===== src/rtl/wash_cycle_sequencer.sv =====
// -----------------------------------------------------------------------------
// wash_cycle_sequencer
//
// Cycle controller for the washing machine. Runs a per-mode recipe of water
// phases (SOAK / WASH / RINSE), each bracketed by FILL and DRAIN, times every
// phase, drives the valve / motor / door-lock actuators and handles pause,
// door interlock and fill/drain timeout faults.
//
// Optional feature macro: DRY_SPIN_EN
//   defined   : after the final DRAIN a SPIN phase of SPIN_TICKS cycles runs
//               (drain_valve, motor_on, motor_fast all 1), then DONE.
//   undefined : the final DRAIN goes straight to DONE; motor_fast_o stays 0.
//
// Ports
//   clk_i          clock
//   rst_i          synchronous active-high reset
//   start_i        start request, sampled only in IDLE / DONE
//   pause_i        1 = hold the running cycle
//   door_closed_i  door sensor, 1 = closed
//   mode_i[1:0]    00 full, 01 quick, 10 rinse-only, 11 soak+rinse
//   level_full_i   tank-full sensor
//   level_empty_i  tank-empty sensor
//   door_lock_o    1 in every active state (FILL..SPIN, PAUSE)
//   fill_valve_o   1 only in FILL
//   drain_valve_o  1 in DRAIN and SPIN
//   motor_on_o     1 in SOAK, WASH, RINSE, SPIN
//   motor_fast_o   1 only in SPIN
//   phase_o[3:0]   current state code (IDLE=0 .. FAULT=9), doubles as FSM debug
//   busy_o         1 when not IDLE, DONE or FAULT
//   done_o         one-cycle pulse on entry to DONE
//   fault_o        1 while in FAULT
//
// All outputs are registers decoded from the next state, so they always match
// phase_o and there is no combinational input-to-output path.
// -----------------------------------------------------------------------------
module wash_cycle_sequencer #(
    parameter int SOAK_TICKS  = 16,
    parameter int WASH_TICKS  = 32,
    parameter int RINSE_TICKS = 16,
    parameter int SPIN_TICKS  = 24,
    parameter int FILL_TMO    = 64,
    parameter int DRAIN_TMO   = 64,
    parameter int TW          = 8
) (
    input  logic       clk_i,
    input  logic       rst_i,
    input  logic       start_i,
    input  logic       pause_i,
    input  logic       door_closed_i,
    input  logic [1:0] mode_i,
    input  logic       level_full_i,
    input  logic       level_empty_i,
    output logic       door_lock_o,
    output logic       fill_valve_o,
    output logic       drain_valve_o,
    output logic       motor_on_o,
    output logic       motor_fast_o,
    output logic [3:0] phase_o,
    output logic       busy_o,
    output logic       done_o,
    output logic       fault_o
);

    typedef enum logic [3:0] {
        S_IDLE  = 4'd0,
        S_FILL  = 4'd1,
        S_SOAK  = 4'd2,
        S_WASH  = 4'd3,
        S_RINSE = 4'd4,
        S_DRAIN = 4'd5,
        S_SPIN  = 4'd6,
        S_DONE  = 4'd7,
        S_PAUSE = 4'd8,
        S_FAULT = 4'd9
    } state_t;

`ifdef DRY_SPIN_EN
    localparam bit SPIN_EN = 1'b1;
`else
    localparam bit SPIN_EN = 1'b0;
`endif

    // Timer reload values: a phase of N cycles loads N-1 and leaves when 0 is read.
    localparam logic [TW-1:0] SOAK_LD  = TW'(SOAK_TICKS - 1);
    localparam logic [TW-1:0] WASH_LD  = TW'(WASH_TICKS - 1);
    localparam logic [TW-1:0] RINSE_LD = TW'(RINSE_TICKS - 1);
    localparam logic [TW-1:0] SPIN_LD  = TW'(SPIN_TICKS - 1);
    localparam logic [TW-1:0] FILL_LD  = TW'(FILL_TMO - 1);
    localparam logic [TW-1:0] DRAIN_LD = TW'(DRAIN_TMO - 1);

    state_t        state_q, state_d;
    state_t        saved_q, saved_d;
    logic [TW-1:0] timer_q, timer_d;
    logic [1:0]    step_q,  step_d;
    logic [1:0]    mode_q,  mode_d;
    logic          active_q;
    logic          active_d;

    // Water phase for a given recipe step.
    function automatic state_t step_phase(input logic [1:0] md, input logic [1:0] st);
        case (md)
            2'b00, 2'b01: step_phase = (st == 2'd0) ? S_SOAK :
                                       (st == 2'd1) ? S_WASH : S_RINSE;
            2'b10:        step_phase = S_RINSE;
            default:      step_phase = (st == 2'd0) ? S_SOAK : S_RINSE;
        endcase
    endfunction

    // Index of the final step in each recipe.
    function automatic logic [1:0] last_step(input logic [1:0] md);
        case (md)
            2'b00:   last_step = 2'd3;
            2'b01:   last_step = 2'd2;
            2'b10:   last_step = 2'd0;
            default: last_step = 2'd1;
        endcase
    endfunction

    function automatic logic [TW-1:0] water_load(input state_t ph);
        case (ph)
            S_SOAK:  water_load = SOAK_LD;
            S_WASH:  water_load = WASH_LD;
            default: water_load = RINSE_LD;
        endcase
    endfunction

    // PAUSE counts as active so the door interlock still applies while paused.
    assign active_q = (state_q inside {S_FILL, S_SOAK, S_WASH, S_RINSE,
                                       S_DRAIN, S_SPIN, S_PAUSE});
    assign active_d = (state_d inside {S_FILL, S_SOAK, S_WASH, S_RINSE,
                                       S_DRAIN, S_SPIN, S_PAUSE});

    always_comb begin
        state_d = state_q;
        saved_d = saved_q;
        timer_d = timer_q;
        step_d  = step_q;
        mode_d  = mode_q;

        // Priority: door interlock, then pause, then the state's own rules.
        // A state that hands over to PAUSE leaves its timer untouched.
        if (active_q && !door_closed_i) begin
            state_d = S_FAULT;
        end else if (active_q && state_q != S_PAUSE && pause_i) begin
            saved_d = state_q;
            state_d = S_PAUSE;
        end else begin
            case (state_q)
                S_IDLE, S_DONE: begin
                    if (start_i && door_closed_i && !pause_i) begin
                        mode_d  = mode_i;
                        step_d  = 2'd0;
                        timer_d = FILL_LD;
                        state_d = S_FILL;
                    end
                end
                S_FILL: begin
                    if (level_full_i) begin
                        state_d = step_phase(mode_q, step_q);
                        timer_d = water_load(step_phase(mode_q, step_q));
                    end else if (timer_q == '0) begin
                        state_d = S_FAULT;
                    end else begin
                        timer_d = timer_q - 1'b1;
                    end
                end
                S_SOAK, S_WASH, S_RINSE: begin
                    if (timer_q == '0) begin
                        state_d = S_DRAIN;
                        timer_d = DRAIN_LD;
                    end else begin
                        timer_d = timer_q - 1'b1;
                    end
                end
                S_DRAIN: begin
                    if (level_empty_i) begin
                        if (step_q == last_step(mode_q)) begin
                            if (SPIN_EN) begin
                                state_d = S_SPIN;
                                timer_d = SPIN_LD;
                            end else begin
                                state_d = S_DONE;
                            end
                        end else begin
                            step_d  = step_q + 2'd1;
                            state_d = S_FILL;
                            timer_d = FILL_LD;
                        end
                    end else if (timer_q == '0) begin
                        state_d = S_FAULT;
                    end else begin
                        timer_d = timer_q - 1'b1;
                    end
                end
                S_SPIN: begin
                    if (timer_q == '0) begin
                        state_d = S_DONE;
                    end else begin
                        timer_d = timer_q - 1'b1;
                    end
                end
                S_PAUSE: begin
                    if (!pause_i) begin
                        state_d = saved_q;
                    end
                end
                S_FAULT: begin
                    state_d = S_FAULT;
                end
                default: begin
                    state_d = S_IDLE;
                end
            endcase
        end
    end

    always_ff @(posedge clk_i) begin
        if (rst_i) begin
            state_q       <= S_IDLE;
            saved_q       <= S_IDLE;
            timer_q       <= '0;
            step_q        <= 2'd0;
            mode_q        <= 2'd0;
            door_lock_o   <= 1'b0;
            fill_valve_o  <= 1'b0;
            drain_valve_o <= 1'b0;
            motor_on_o    <= 1'b0;
            motor_fast_o  <= 1'b0;
            phase_o       <= 4'd0;
            busy_o        <= 1'b0;
            done_o        <= 1'b0;
            fault_o       <= 1'b0;
        end else begin
            state_q       <= state_d;
            saved_q       <= saved_d;
            timer_q       <= timer_d;
            step_q        <= step_d;
            mode_q        <= mode_d;
            door_lock_o   <= active_d;
            fill_valve_o  <= (state_d == S_FILL);
            drain_valve_o <= (state_d == S_DRAIN) || (state_d == S_SPIN);
            motor_on_o    <= (state_d inside {S_SOAK, S_WASH, S_RINSE, S_SPIN});
            motor_fast_o  <= SPIN_EN && (state_d == S_SPIN);
            phase_o       <= state_d;
            busy_o        <= active_d;
            done_o        <= (state_d == S_DONE) && (state_q != S_DONE);
            fault_o       <= (state_d == S_FAULT);
        end
    end

endmodule

===== config.mk =====
export PLATFORM = sky130hd
export DESIGN_NAME = wash_cycle_sequencer
export DESIGN_NICKNAME = d
export VERILOG_FILES = /design/src/rtl/wash_cycle_sequencer.sv
export SDC_FILE = /design/constraint.sdc
export NUM_CORES = 1
export LEC_CHECK = 0
export BUFFER_PORTS_ARGS = -buffer_cell sky130_fd_sc_hd__buf_2
export CORE_UTILIZATION = 40
export DETAILED_ROUTE_END_ITERATION = 12
export HOLD_SLACK_MARGIN = 0.1
export PLACE_DENSITY = 0.68
export SETUP_SLACK_MARGIN = 0.02
export SLEW_MARGIN = 20
export SYNTH_ARGS = -nofsm -noshare
export SYNTH_HDL_FRONTEND = slang
export SYNTH_SLANG_ARGS = --single-unit
export TNS_END_PERCENT = 5

===== constraint.sdc =====
create_clock -name clk_i -period 5.8 [get_ports clk_i]
set_clock_uncertainty 0.05 [all_clocks]
set_input_delay 0.29 -clock clk_i [delete_from_list [all_inputs] [get_ports clk_i]]
set_output_delay 0.29 -clock clk_i [all_outputs]
set_load 0.05 [all_outputs]

# Yosys cells after proc, flatten, opt, wreduce, memory -nomap -nowiden
# Index checks and enable logic that the tools add are counted.
# classes
n_bitwise	2
n_mux	36
n_reduce_logical	25
addsub	2
n_eq_ne	29
# ops
cell	count
$mux 4	13
$mux 8	6
$pmux 8 s5	1
$eq 4x3->1 const B	8
$pmux 4 s7	1
$eq 4x2->1 const B	5
$eq 4x4->1 const B	4
$mux 2	7
$reduce_bool 7->1	2
$mux 3	4
$eq 4x1->1 const B	2
$logic_not 8->1	1
$sub 8x1->8 const B	1
$logic_and 1x1->1	6
$ne 2x2->1 const B	3
$pmux 2 s3	1
$pmux 3 s2	1
$reduce_and 6->1	1
$mux 5	1
$reduce_and 5->1	1
$reduce_bool 5->1	1
$eq 2x1->1 const B	2
$logic_not 2->1	2
$logic_not 4->1	1
16 further kinds	19
# totals
register_bits	26
elab_cells	105
output_inout_bits	12
inputBits	9

# Logic depth before layout (Yosys ltp)
# logic_depth
word_depth	14
mapped_depth	10
mapped_depth_nobuf	9

# Least setup slack after synthesis
# No wires, ideal clock.
# synth_timing
path_kind	reg2reg
from	register state_q[0]
to	register busy_o
setup_time_ns	0.086
period_less_slack_ns	2.470
t_arrival_ns	2.334
stages_incl_launch_ff	9
setup_slack_ns	3.330
path_buffers	3
t_required_ns	5.664
path_cell_list	dfxtp_1 > clkbuf_1 > buf_8 > clkbuf_1 > a31oi_1 > nor3_1 > nor2_1 > a21o_2 > a221oi_2
# synth_between
elab_chain_len	8
elab_cells_between_ends	35
cone_classes	eq/ne: 17; mux: 10; reduce/logical: 8
# synth_rtl
element	line	rtl
from (decl)	91	state_t state_q, state_d;
from (signal assigned)	234	state_q <= state_d;
branches (longest 5 deep; another with $pmux 4 s7)	n/a	
$mux 4 (*)	142	if (active_q && !door_closed_i) begin
$eq 4x1->1 (tied with other cells)	130	assign active_d = (state_d inside {S_FILL, S_SOAK, S_WASH, S_RINSE,
$reduce_bool 7->1 (*)	130	
to (signal assigned)	245	busy_o <= active_d;
to (decl)	59	output logic busy_o,
# Mark *: on every way between the ends.
# A chain may end at the register's enable or synchronous reset.

# Worst setup path after layout
# layout_timing
from	register timer_q[0]
to	register busy_o
# layout_between
elab_chain_len	8
elab_cells_between_ends	17
cone_classes	eq/ne: 7; mux: 8; reduce/logical: 2
# layout_rtl
element	line	rtl
from (decl)	93	logic [TW-1:0] timer_q, timer_d;
from (signal assigned)	236	timer_q <= timer_d;
$logic_not 8->1 (*)	n/a	
$mux 4	161, 189	
$mux 4 (on tied branches)	176, 158	
$pmux 4 s7 (*)	148	case (state_q)
$mux 4 (*)	144	end else if (active_q && state_q != S_PAUSE && pause_i) begin
$mux 4 (*)	142	
$eq 4x1->1 (tied with other cells)	130	
$reduce_bool 7->1 (*)	130	
# Every way passes the cells marked *; elsewhere a longest branch is shown, timed or not.

==> impl_metrics.env <==
export IMPL_num_rows=25
export IMPL_first_global_vias=1653
export IMPL_cts_inserted_buffers=3
export IMPL_power_density_cell_area_nw_per_um2=473
export IMPL_chipHeight_um=73.1
export IMPL_final_wtd_congestion=0.856
export IMPL_synth_async_reset_ratio_pct=0
export IMPL_post_cts_resized_instances=0
export IMPL_postCtsSetupRepairBufs=0
export IMPL_grt_first_pass_wirelength_mm=7.83
export IMPL_initial_antenna_violation_count=0
export IMPL_antenna_diode_count=0
export IMPL_wire_per_inst_um=14.6
export IMPL_floorplan_initialDensity_pct=42.2
export IMPL_synth_seq_area_share_pct=25.7
export IMPL_yosys_most_used_dff="sky130_fd_sc_hd__dfxtp_1"
export IMPL_endpoint_kind="flop"
export IMPL_core_region_area_sq_um=4790
export IMPL_routed_via_count=1882
export IMPL_drive_above_1_share_pct=17.2
export IMPL_irDropWorstVdd_mv=0.242
export IMPL_postRouteAntennaNets=0
export IMPL_insertion_delay_ns=0.27
export IMPL_hold_path_class="primary input to flop"
export IMPL_tritoncts_num_sinks=26
export IMPL_critical_path_class="flop to flop"
export IMPL_syn_nets=267
export IMPL_hold_bufs_inserted_after_cts=0
export IMPL_drt_pre_antenna_iters=4
export IMPL_design_power_total_uw=1010
export IMPL_cp_arrival_ns=2.89
export IMPL_synthesis_area_per_instance_sq_um=8.12
export IMPL_leakage_uw=0.000836
export IMPL_achievable_frequency_ghz=0.364
export IMPL_grt_remaining_overflow=0
export IMPL_timing_final_crit_period_ns=2.75
export IMPL_drc=0
export IMPL_synth_enable_flop_cells=0
export IMPL_cts_tree="yes"
export IMPL_path_cells="inv_1, ha_1, or4b_1, nor2_8, inv_4, a221o_1, o41ai_4, nand4b_1, a221oi_2"
export IMPL_hold_fails_final_rpt=0
export IMPL_clk_root_buffer_cell="sky130_fd_sc_hd__clkbuf_8"
export IMPL_final_setup_viol_count=0
export IMPL_detailedPlacementHpwl_mm=3.41
export IMPL_period_share_pct=47.4
export IMPL_dieWidth_um=73.1
export IMPL_accumulated_negative_setup_slack_ns=0
export IMPL_synthToLayoutAreaGrowth_pct=5.94
export IMPL_die_area_sq_um=5340
export IMPL_cap_violations=0
export IMPL_cell_at_the_slowest_stage_of_the_critical_path="sky130_fd_sc_hd__or4b_1"
export IMPL_detail_route_wirelength_mm=4.72
export IMPL_slew_viol_final=0
export IMPL_clk_path_buf_depth=2
export IMPL_synth_ff_latch_count=26
export IMPL_synth_area_sq_um=2020
export IMPL_status="completed"
export IMPL_grt_start_max_net_pins=30
export IMPL_grt_setup_unrepaired="false"
export IMPL_max_slew_worst_pin_slew_ns=0.861
export IMPL_synth_warnings=0
export IMPL_worst_path_max_fanout=6
export IMPL_slew_headroom_pct=42.0
export IMPL_h_tree_depth=1
export IMPL_pin_count=21
export IMPL_synth_cell_type_count=70
export IMPL_cts_clk_pin_slew_worst_paths_ns=0.09
export IMPL_worst_ep_required_time_ns=5.94
export IMPL_cp_start_kind="flop"
export IMPL_netlist_instances=249
export IMPL_grt_total_usage_pct=18.8
export IMPL_detailedRoute_firstIterationViolations=115
export IMPL_finalNetCount=276
export IMPL_slowest_delay_ns=0.62
export IMPL_placement_io_buffers=19
export IMPL_route_detailed_vias_per_inst=5.83
[cell usage in the layout (no fill, tap or decap), drive strengths merged, types with 5 or more instances in the layout]
cell type / n
nand2b: 5
ha: 9
nor4: 5
nor2: 28
inv: 14
buf: 19
nor3: 14
dfxtp: 26
a21oi: 23
o32ai: 5
o21ai: 14
mux2i: 7
[power by group]
group,leakage [uW],switching [uW],total [uW],internal (uW)
Combinational,0.000603,387,618,231
Sequential,0.000212,75.3,291,215
Clock,0.0000216,57.1,104,46.7
Total,0.000836,519,1010,494
[stage by stage]
| stage | hold WS (ns) | std cells | setup WS [ns] | instance area [sq um] | util [%] |
|---|---|---|---|---|---|
| detailed placement | 0.419 | 320 | 3.10 | 2100 | 43.9 |
| CTS | 0.203 | 323 | 3.09 | 2140 | 44.8 |
| global route | 0.217 | 323 | 2.93 | 2140 | 44.8 |
| floorplan | 0.319 | 249 | 3.33 | 2020 | - |
| finish | 0.199 | 323 | 3.05 | 2140 | 44.8 |
| global placement | 0.416 | 320 | 3.18 | 2100 | 43.9 |
[critical path: cells and delay by family, from the launching register on]
kind            cells  cell delay, ns
compound gates      3            0.94
fa+ha+maj           1            0.20
flops               1            0.36
buf+inv             2            0.12
simple gates        3            1.00
[metal layers]
metal  vias to the layer above  share of wire [%]  track usage (%)
li1                        945                  -                -
met1                       876                 48             25.5
met2                        56                 47             30.8
met3                         5                3.7             2.07
met4                         0                1.2             6.54
met5                         -                  0                0
[logic make-up after synthesis]
family / after synthesis / synth area share, %
other: 1 / 0.185
AND/OR/NAND/NOR: 99 / 29.5
flip-flops: 26 / 25.7
AO/OA/AOI/OAI: 76 / 27.0
buffers and inverters: 29 / 7.67
multiplexers: 7 / 3.47
adder cells (fa/ha/maj): 9 / 5.57
XOR/XNOR: 2 / 0.866
[Yosys cell counts (5+ instances only)]
| library cell | instances | area share (%) |
|---|---|---|
| sky130_fd_sc_hd__nor2_1 | 27 | 5.0 |
| sky130_fd_sc_hd__clkbuf_1 | 9 | 1.7 |
| sky130_fd_sc_hd__ha_1 | 9 | 5.6 |
| sky130_fd_sc_hd__nor3_1 | 14 | 3.5 |
| sky130_fd_sc_hd__nor4_1 | 5 | 1.5 |
| sky130_fd_sc_hd__o32ai_1 | 5 | 2.2 |
| sky130_fd_sc_hd__dfxtp_1 | 26 | 26 |
| sky130_fd_sc_hd__a21oi_1 | 23 | 5.7 |
| sky130_fd_sc_hd__mux2i_1 | 7 | 3.5 |
| sky130_fd_sc_hd__inv_1 | 13 | 2.4 |
| sky130_fd_sc_hd__o21ai_0 | 11 | 2.7 |
| sky130_fd_sc_hd__nand2b_1 | 5 | 1.5 |
[flip-flops by register name, indices dropped and copies added (netlist names), 2 cells and up]
register,flops
step_q,2
saved_q,4
mode_q,2
timer_q,8
state_q,4
[worst paths after layout]
kind | cells after the start | slack [ns] | from | endpoint
max | 9 | 3.05 | timer_q[0] | busy_o
min | 3 | 0.20 | mode_i[1] | mode_q[1]
max reg2reg | 9 | 3.05 | timer_q[0] | busy_o
min reg2reg | 1 | 0.43 | saved_q[3] | saved_q[3]
[final cells by class]
| cell class | count | area (sq um) |
|---|---|---|
| repair buffers | 19 | 95.1 |
| fillers | 474 | 2640 |
| clock buffers | 3 | 41.3 |
| well taps | 67 | 83.8 |
| flip-flops and latches | 26 | 520 |
| multi-input cells | 194 | 1350 |
| inverters | 14 | 55.1 |
Power figures use the tool's default switching activity.
